==> src/rtl/hh_fixed_pkg.sv <==
// Shared Q8.8 fixed-point definitions for the Hodgkin-Huxley neuron datapath:
// format constants, saturation limits, membrane defaults and the
// integrator's step-sequencing states.
package hh_fixed_pkg;

  localparam int DATA_W    = 16;
  localparam int FRAC_BITS = 8;
  localparam int Q_ONE     = 256;

  localparam logic signed [DATA_W-1:0] Q_MAX = 16'sh7FFF;
  localparam logic signed [DATA_W-1:0] Q_MIN = 16'sh8000;

  // Membrane potential defaults in Q8.8 mV, shared with gating/current stages.
  localparam logic signed [DATA_W-1:0] V_REST_DEF = -16'sd16640;  // -65.0
  localparam logic signed [DATA_W-1:0] V_MIN_DEF  = -16'sd25600;  // -100.0
  localparam logic signed [DATA_W-1:0] V_MAX_DEF  = 16'sd20480;   // +80.0

  typedef enum logic [1:0] {
    IDLE,
    SUM,
    SCALE,
    UPDATE
  } state_t;

endpackage

==> src/rtl/sat_mul_q88.sv <==
// Combinational Q8.8 multiply: signed a times unsigned b, arithmetic shift
// right by FRAC_BITS (truncation toward -inf), saturated to 16-bit signed.
module sat_mul_q88
  import hh_fixed_pkg::*;
(
  input  logic signed [DATA_W-1:0] a_i,
  input  logic        [DATA_W-1:0] b_i,
  output logic signed [DATA_W-1:0] p_o
);

  logic signed [2*DATA_W:0] a_ext;
  logic signed [2*DATA_W:0] b_ext;
  logic signed [2*DATA_W:0] prod;
  logic signed [2*DATA_W:0] shifted;

  function automatic logic signed [DATA_W-1:0] sat_prod(input logic signed [2*DATA_W:0] x);
    if (x > 33'sd32767) begin
      return Q_MAX;
    end else if (x < -33'sd32768) begin
      return Q_MIN;
    end else begin
      return x[DATA_W-1:0];
    end
  endfunction

  // b is zero-extended so dt and INV_CM keep their full unsigned range.
  always_comb begin
    a_ext   = {{(DATA_W+1){a_i[DATA_W-1]}}, a_i};
    b_ext   = {{(DATA_W+1){1'b0}}, b_i};
    prod    = a_ext * b_ext;
    shifted = prod >>> FRAC_BITS;
    p_o     = sat_prod(shifted);
  end

endmodule

==> src/rtl/membrane_integrator.sv <==
// Membrane potential integrator: sums ionic currents against the stimulus,
// applies one forward-Euler step V += net*dt/C_m, clamps V, and flags
// upward threshold crossings with a refractory hold-off.
module membrane_integrator
  import hh_fixed_pkg::*;
#(
  parameter logic signed [DATA_W-1:0] V_REST        = V_REST_DEF,
  parameter logic signed [DATA_W-1:0] V_MIN         = V_MIN_DEF,
  parameter logic signed [DATA_W-1:0] V_MAX         = V_MAX_DEF,
  parameter logic signed [DATA_W-1:0] SPIKE_THRESH  = 16'sd0,
  parameter logic        [DATA_W-1:0] INV_CM        = 16'(Q_ONE),
  parameter int                       REFRACT_STEPS = 4
) (
  input  logic                     clk,
  input  logic                     rst,
  input  logic                     in_valid,
  output logic                     in_ready,
  input  logic signed [DATA_W-1:0] i_na,
  input  logic signed [DATA_W-1:0] i_k,
  input  logic signed [DATA_W-1:0] i_leak,
  input  logic signed [DATA_W-1:0] i_ext,
  input  logic        [DATA_W-1:0] dt,
  output logic signed [DATA_W-1:0] v_mem,
  output logic                     v_valid,
  output logic                     spike,
  output logic                     refractory
);

  localparam int CNT_W = $clog2(REFRACT_STEPS + 1);

  // Control state
  state_t                     state_q;
  logic                       in_ready_q;
  logic                       v_valid_q;
  logic                       spike_q;
  logic signed [DATA_W-1:0]   v_mem_q;
  logic        [CNT_W-1:0]    cnt_q;

  // Datapath registers (not reset: only consumed after a fresh capture)
  logic signed [DATA_W-1:0]   ext_p0, na_p0, k_p0, leak_p0;
  logic        [DATA_W-1:0]   dt_p0;
  logic signed [DATA_W-1:0]   net_p1;
  logic signed [DATA_W-1:0]   prod_p2;

  logic                       accept;
  logic                       use_upd;
  logic signed [DATA_W-1:0]   mul_a;
  logic        [DATA_W-1:0]   mul_b;
  logic signed [DATA_W-1:0]   mul_out;
  logic signed [DATA_W+1:0]   net_sum;
  logic signed [DATA_W:0]     v_sum;
  logic signed [DATA_W-1:0]   v_mem_d;
  logic                       spike_d;
  logic        [CNT_W-1:0]    cnt_d;

  function automatic logic signed [DATA_W+1:0] sx18(input logic signed [DATA_W-1:0] x);
    return {{2{x[DATA_W-1]}}, x};
  endfunction

  function automatic logic signed [DATA_W:0] sx17(input logic signed [DATA_W-1:0] x);
    return {x[DATA_W-1], x};
  endfunction

  function automatic logic signed [DATA_W-1:0] sat18(input logic signed [DATA_W+1:0] x);
    if (x > 18'sd32767) begin
      return Q_MAX;
    end else if (x < -18'sd32768) begin
      return Q_MIN;
    end else begin
      return x[DATA_W-1:0];
    end
  endfunction

  function automatic logic signed [DATA_W-1:0] clamp_v(input logic signed [DATA_W:0] x);
    if (x > sx17(V_MAX)) begin
      return V_MAX;
    end else if (x < sx17(V_MIN)) begin
      return V_MIN;
    end else begin
      return x[DATA_W-1:0];
    end
  endfunction

  assign accept  = in_valid && in_ready_q && (state_q == IDLE);
  assign use_upd = (state_q == UPDATE);

  // One multiplier serves both the dt scaling and the 1/C_m scaling.
  assign mul_a = use_upd ? prod_p2 : net_p1;
  assign mul_b = use_upd ? INV_CM  : dt_p0;

  sat_mul_q88 u_mul (
    .a_i (mul_a),
    .b_i (mul_b),
    .p_o (mul_out)
  );

  // Net current, next membrane potential, spike decision and refractory count.
  always_comb begin
    net_sum = sx18(ext_p0) - sx18(na_p0) - sx18(k_p0) - sx18(leak_p0);
    v_sum   = sx17(v_mem_q) + sx17(mul_out);
    v_mem_d = clamp_v(v_sum);
    spike_d = (v_mem_q < SPIKE_THRESH) && (v_mem_d >= SPIKE_THRESH) && (cnt_q == '0);
    if (spike_d) begin
      cnt_d = CNT_W'(REFRACT_STEPS);
    end else if (cnt_q != '0) begin
      cnt_d = cnt_q - CNT_W'(1);
    end else begin
      cnt_d = '0;
    end
  end

  // Datapath stages: capture, sum, scale by dt.
  always_ff @(posedge clk) begin
    // p0: capture the step's currents and dt
    if (accept) begin
      ext_p0  <= i_ext;
      na_p0   <= i_na;
      k_p0    <= i_k;
      leak_p0 <= i_leak;
      dt_p0   <= dt;
    end
    // p1: saturated net current
    if (state_q == SUM) begin
      net_p1 <= sat18(net_sum);
    end
    // p2: net current scaled by dt
    if (state_q == SCALE) begin
      prod_p2 <= mul_out;
    end
  end

  // Step sequencer with registered handshake, membrane state and pulses.
  always_ff @(posedge clk) begin
    if (rst) begin
      state_q    <= IDLE;
      in_ready_q <= 1'b1;
      v_valid_q  <= 1'b0;
      spike_q    <= 1'b0;
      v_mem_q    <= V_REST;
      cnt_q      <= '0;
    end else begin
      v_valid_q <= 1'b0;
      spike_q   <= 1'b0;
      case (state_q)
        IDLE: begin
          if (accept) begin
            in_ready_q <= 1'b0;
            state_q    <= SUM;
          end
        end
        SUM:   state_q <= SCALE;
        SCALE: state_q <= UPDATE;
        UPDATE: begin
          v_mem_q    <= v_mem_d;
          v_valid_q  <= 1'b1;
          spike_q    <= spike_d;
          cnt_q      <= cnt_d;
          in_ready_q <= 1'b1;
          state_q    <= IDLE;
        end
        default: state_q <= IDLE;
      endcase
    end
  end

  assign in_ready   = in_ready_q;
  assign v_mem      = v_mem_q;
  assign v_valid    = v_valid_q;
  assign spike      = spike_q;
  assign refractory = (cnt_q != '0);

endmodule
==> config.mk <==
export PLATFORM = sky130hd
export DESIGN_NAME = membrane_integrator
export DESIGN_NICKNAME = d
export VERILOG_FILES = /design/src/rtl/hh_fixed_pkg.sv /design/src/rtl/sat_mul_q88.sv /design/src/rtl/membrane_integrator.sv
export SDC_FILE = /design/constraint.sdc
export NUM_CORES = 1
export LEC_CHECK = 0
export CORE_UTILIZATION = 55
export DETAILED_ROUTE_END_ITERATION = 7
export HOLD_SLACK_MARGIN = 0.05
export PLACE_DENSITY = 0.77
export SLEW_MARGIN = 10
export SYNTH_ARGS = -nofsm -noshare
export SYNTH_HDL_FRONTEND = slang
export SYNTH_SLANG_ARGS = --single-unit
export TNS_END_PERCENT = 20
==> constraint.sdc <==
create_clock -name clk -period 19.4 [get_ports clk]
set_input_delay 1.94 -clock clk [delete_from_list [all_inputs] [get_ports clk]]
set_output_delay 1.94 -clock clk [all_outputs]
set_load 0.05 [all_outputs]
; Word-level counts from Yosys, hierarchy flattened
; Cells that the tools add are included.
; W data, S select, Z words.
[classes]
bitwise = 1
n_mul = 1
n_eq_ne = 4
reduce_logical = 10
add_sub_neg = 5
n_lt_le_gt_ge = 8
muxes = 14
[op_table]
columns = op, n
row1 = $mux W16, 7
row2 = $mul A16 B17 Y33, 1
row3 = $gt A25 B16 Y1 const B, 1
row4 = $lt A25 B16 Y1 const B, 1
row5 = $gt A18 B16 Y1 const B, 1
row6 = $lt A18 B16 Y1 const B, 1
row7 = $sub A17 B16 Y18, 1
row8 = $sub A18 B16 Y18, 1
row9 = $add A16 B16 Y17, 1
row10 = $gt A17 B16 Y1 const B, 1
row11 = $lt A17 B16 Y1 const B, 1
row12 = $sub A16 B16 Y17, 1
row13 = $ge A16 B1 Y1 const B, 1
row14 = $lt A16 B1 Y1 const B, 1
row15 = $pmux W2 S4, 1
row16 = $mux W3, 2
row17 = $eq A2 B2 Y1 const B, 2
row18 = $logic_and A1 B1 Y1, 4
row19 = $logic_not A3 Y1, 1
row20 = $reduce_bool A3 Y1, 1
row21 = $sub A3 B1 Y3 const B, 1
row22 = $eq A2 B1 Y1 const B, 1
row23 = $logic_not A2 Y1, 1
row24 = $mux W1, 2
row25 = 7 further kinds, 7
[totals]
output_inout_bits = 20
reg_bits = 136
wordCells = 56
in_bits = 83

; Longest topological paths before layout
[depth]
word_depth = 14
ltp_mapped = 42
mapped_depth_nobuf = 37

; By module
; From an unflattened synthesis, not the netlist that was laid out.
[unflattened]
cells_unflattened = 1797
area_unflattened_um2 = 17276.6
[by_module_without_submodules]
columns = mod, seq_area_each_um2, area_each_um2, instances, cells_per_inst
row1 = sat_mul_q88, 0.0, 9392.8, 1, 1104
row2 = membrane_integrator, 3843.7, 7883.8, 1, 693

; Worst setup path after synthesis
; No wires, ideal clock.
[synth_timing]
path_type = register to register
start = reg state_q[0]
end = reg v_mem_q[0], in the netlist v_mem[0]
path_slack_ps = 9201
setup_time_ps = 95
arrival_ps = 10104
path_buffers = 4
period_less_slack_ps = 10199
stages_incl_launch_ff = 40
required_time_ps = 19305
path_cell_list = dfxtp_1 > ha_1 > clkbuf_1 > inv_1 > nand2_1 > and2_1 > clkbuf_1 > nor2_1 > fa_1 > fa_1 > fa_1 > fa_1 > fa_1 > inv_1 > fa_1 > inv_1 > ha_1 > clkbuf_1 > [4 not listed] > a221o_1 > xor2_1 > or4_4 > o41ai_4 > buf_6 > o31ai_1 > ha_1 > inv_1 > fa_1 > nor2b_1 > o21a_1 > o211a_1 > a211o_1 > nand3_1 > or4bb_1 > nor4_4 > nor2_1 > o311ai_1
[synth_via]
elab_chain_len = 10
word_cells_on_any_way = 13
cone_classes = 1 x add/sub / 1 x mul / 4 x order compare / 1 x eq/ne / 6 x mux
[synth_lines]
columns = item, line_no
row1 = "start, declared", membrane_integrator.sv:32  ; state_t state_q;
row2 = "start signal, assigned", membrane_integrator.sv:135  ; state_q <= IDLE;
row3 = "start signal, assigned", membrane_integrator.sv:148  ; state_q <= SUM;
row4 = "start signal, assigned", membrane_integrator.sv:151  ; SUM: state_q <= SCALE;
row5 = $eq A2 B2 Y1 *, membrane_integrator.sv:85  ; assign use_upd = (state_q == UPDATE);
row6 = via use_upd, membrane_integrator.sv:46  ; logic use_upd;
row7 = $mux W16 (on tied branches), "membrane_integrator.sv:88, membrane_integrator.sv:89"
row8 = $mul A16 B17 Y33 *, sat_mul_q88.sv:30  ; prod = a_ext * b_ext;
row9 = $lt A25 B16 Y1, sat_mul_q88.sv:19  ; end else if (x < -33'sd32768) begin
row10 = $mux W16, sat_mul_q88.sv:19
row11 = $mux W16 *, sat_mul_q88.sv:17  ; if (x > 33'sd32767) begin
row12 = via mul_out[0], membrane_integrator.sv:49  ; logic signed [DATA_W-1:0] mul_out;
row13 = $add A16 B16 Y17 *, membrane_integrator.sv:100  ; v_sum = sx17(v_mem_q) + sx17(mul_out);
row14 = $lt A17 B16 Y1, membrane_integrator.sv:77  ; end else if (x < sx17(V_MIN)) begin
row15 = $mux W16, membrane_integrator.sv:77
row16 = $mux W16 *, membrane_integrator.sv:75  ; if (x > sx17(V_MAX)) begin
row17 = "end signal, assigned", membrane_integrator.sv:154  ; v_mem_q <= v_mem_d;
row18 = "end, declared", membrane_integrator.sv:36  ; logic signed [DATA_W-1:0] v_mem_q;
; The timed path passes the listed nets; every way through them passes the cells marked *.
; A chain may end at the register's enable or synchronous reset.

; Final worst setup path
[layout_timing]
start = reg state_q[1]
end = reg v_mem_q[9], in the netlist v_mem[9]
; Same word-level chain as after synthesis.

==> results.sh <==
export IMPL_wl_met1_um=17700
export IMPL_dpl_hpwl_um=34600
export IMPL_yosys_warnings=0
export IMPL_min_path_type="flip-flop to flip-flop"
export IMPL_syn_avg_cell_area_um2=9.73
export IMPL_wl_met2_um=21300
export IMPL_antenna_found_initial=0
export IMPL_relSlewSlack_pct=18.7
export IMPL_drive_above_1_share_pct=3.77
export IMPL_clock_latency_ns=0.45
export IMPL_cp_required_ns=19.70
export IMPL_reg2reg_depth=34
export IMPL_async_reset_ff_share_pct=0
export IMPL_clock_path_buffers=2
export IMPL_hold_ws_ns=0.481
export IMPL_ys_seq_area_share_pct=23.3
export IMPL_htreeDepth=4
export IMPL_clock_skew_ns=0.0111
export IMPL_drc=0
export IMPL_post_cts_setup_buffers=0
export IMPL_design_core_area_um2=29600
export IMPL_cts_resized_gates=0
export IMPL_grt_first_pass_wirelength_um=69900
export IMPL_syn_nets=2165
export IMPL_wl_per_cell_um=20.1
export IMPL_port_buffers=102
export IMPL_dr_pass1_iters=5
export IMPL_yosysTopAreaCell="fa_1"
export IMPL_tightest_slew_ns=1.22
export IMPL_fin_nets=2233
export IMPL_grt_max_degree=81
export IMPL_viasPerCell=5.75
export IMPL_initial_core_util_pct=55.8
export IMPL_hold_viol_final=0
export IMPL_min_path_cells=2
export IMPL_grt_setup_unrepaired="false"
export IMPL_critPathLaunchType="flip-flop"
export IMPL_syn_to_final_growth_pct=11.9
export IMPL_fmax_ghz=0.0826
export IMPL_arrival_ns=12.41
export IMPL_cts_tree="built"
export IMPL_setup_tns_ns=0
export IMPL_reg2reg_setup_slack_ns=7.29
export IMPL_die_h_um=175
export IMPL_final_max_slew_viol_count=0
export IMPL_cts_sinks=136
export IMPL_cap_violations=0
export IMPL_grt_usage_pct=30.1
export IMPL_dieArea_um2=30700
export IMPL_grt_pass1_vias=13100
export IMPL_critPathCaptureType="flip-flop"
export IMPL_syn_area_um2=16500
export IMPL_setup_viol=0
export IMPL_die_w_um=175
export IMPL_routed_top_layer="met4"
export IMPL_crit_type="flip-flop to flip-flop"
export IMPL_rows=63
export IMPL_max_stage_delay_ns=0.67
export IMPL_gp_routability_congestion=0.979
export IMPL_hold_end="cnt_q[1]"
export IMPL_r2r_end="v_mem[9]"
export IMPL_synth_area_leaders="fa_1 (28%), edfxtp_1 (20%), ha_1 (12%), inv_1 (7.2%), and2_1 (4.6%)"
export IMPL_hp_start="cnt_q[1]"
export IMPL_r2r_start="state_q[1]"
export IMPL_fin_crit_sh_pct=62.4
export IMPL_via_count=12500
export IMPL_fillCellCount=2443
export IMPL_antenna_cells=0
export IMPL_ys_ff_latch=136
export IMPL_clk_pin_slew_ns=0.06
export IMPL_ant_nets=0
export IMPL_yosys_cell_types_count=70
export IMPL_wirelength_um=43600
export IMPL_crit_slowest_cell="o41ai_4"
export IMPL_drt_initial_drc_count=872
export IMPL_status="finished clean"
export IMPL_numCtsBuffers=17
export IMPL_synth_cells=1696
export IMPL_dr_wl_met3_um=2920
export IMPL_postCtsHoldBufs=0
export IMPL_synth_top_area_share_pct=27.5
export IMPL_cp_max_fo=37
export IMPL_ys_flop_type="edfxtp_1"
export IMPL_root_buffer="clkbuf_16"
export IMPL_cpMostUsedCell="fa_1"
export IMPL_io_pins=103
export IMPL_grt_overflow=0
export IMPL_synth_edf_count=112
export IMPL_period_needed_ns=12.11
[state kept, by name, indices dropped and copies added, names as in the netlist, 3 cells and up]
name	count
na_p0	16
leak_p0	16
v_mem	16
prod_p2	16
dt_p0	16
k_p0	16
cnt_q	3
net_p1	16
ext_p0	16
[worst max path at each step]
stage | endpoint | startpoint | slack (ns)
2_1_floorplan | v_mem[0] | state_q[0] | 9.20
3_3_place_gp | v_mem[1] | state_q[0] | 7.77
3_5_place_dp | v_mem[9] | state_q[1] | 7.45
4_1_cts | v_mem[0] | state_q[1] | 7.41
5_1_grt | v_mem[9] | state_q[0] | 6.43
6_report | v_mem[9] | state_q[1] | 7.29
[final cells by class]
class | instances | area, um^2 | area share, %
sequential | 136 | 3840 | 20.8
inverter | 317 | 1190 | 6.45
multi-input combinational | 1180 | 11200 | 60.9
clock buffer | 18 | 429 | 2.33
clock inverter | 14 | 173 | 0.936
tap | 390 | 488 | 2.64
timing repair buffer | 112 | 1100 | 5.94
[logic make-up (layout without fill, tap and decap cells)]
kind of cell               count (synthesis)  after routing  synth area share, %
AOI/OAI and AO/OA                        251            251                 10.3
DFF                                      136            136                 23.3
adders and majority gates                386            386                 39.6
buffers and inverters                    380            461                 8.70
and+or+nand+nor                          494            494                 15.5
xor gates and xnor gates                  47             47                 2.50
muxes                                      2              2                0.129
[metrics by stage]
step	area [um^2]	cells	setup slack (ns)	utilization [%]
floorplan	16500	1696	9.20	-
global placement	17800	2135	7.77	60.4
detailed placement	17800	2135	7.45	60.4
CTS	18400	2167	7.41	62.4
global route	18500	2167	6.43	62.4
finish	18500	2167	7.29	62.4
[layer usage]
metal / vias up / track usage [%]
li1: 5676 / -
met1: 6176 / 37.7
met2: 495 / 51.1
met3: 111 / 5.85
met4: 0 / 12.2
met5: - / 0
[layout by cell type (no fill, tap or decap), types with 10 or more instances in the layout]
| cell type | netlist | final |
|---|---|---|
| inv_1 | 316 | 316 |
| fa_1 | 227 | 227 |
| nand2_1 | 162 | 162 |
| ha_1 | 159 | 158 |
| and2_1 | 120 | 120 |
| edfxtp_1 | 112 | 112 |
| clkdlybuf4s50_1 | 0 | 102 |
| a21oi_1 | 66 | 66 |
| nor2_1 | 50 | 50 |
| o21ai_0 | 38 | 38 |
| nor2b_1 | 36 | 36 |
| nand3_1 | 29 | 29 |
| xnor2_1 | 25 | 25 |
| a21o_1 | 24 | 24 |
| dfxtp_1 | 24 | 24 |
| xor2_1 | 22 | 22 |
| nand4_1 | 19 | 19 |
| nor3_1 | 17 | 17 |
| clkbuf_16 | 0 | 17 |
| o211ai_1 | 16 | 16 |
| o21a_1 | 13 | 13 |
| or2_2 | 12 | 12 |
| and3_1 | 13 | 12 |
| o21ai_1 | 11 | 11 |
| a22oi_1 | 10 | 10 |
| buf_4 | 0 | 10 |
[cells in the mapped netlist, types with 3 or more instances]
cell type and instances:
clkbuf_1 59, nor4_1 5, nand4_1 19, or2_2 12, o31ai_1 4, a41oi_1 3, a31o_2 3, a221o_1 3
o311ai_1 3, a21oi_1 66, a22oi_1 10, a211oi_1 5, a22o_1 7, inv_1 316, nand2_1 162, o2111ai_1 5
and3_1 13, o21bai_1 4, nand2b_1 9, nor3_1 17, xnor2_1 25, ha_1 159, xor2_1 22, o21ai_1 11
o21ai_0 38, a21o_1 24, fa_1 227, nor2_1 50, dfxtp_1 24, nor2b_1 36, o211ai_1 16, a311oi_1 4
and2_1 120, nand3_1 29, a221oi_1 5, o21a_1 13, or3_1 8, a31oi_1 4, a2111oi_0 3, or4_1 3
edfxtp_1 112
[worst max-delay path: cells and delay by family, from the launching register on]
| family | cells | cell delay [ns] |
|---|---|---|
| buffers and inverters | 4 | 0.68 |
| flip-flops | 1 | 0.38 |
| AND/OR/NAND/NOR | 7 | 2.35 |
| adder cells (fa/ha/maj) | 9 | 4.60 |
| AO/OA/AOI/OAI | 12 | 3.43 |
| XOR/XNOR | 2 | 0.47 |
Power is not shown: default switching activity piles up to over one toggle a cycle in this logic, so the estimate is an artifact.
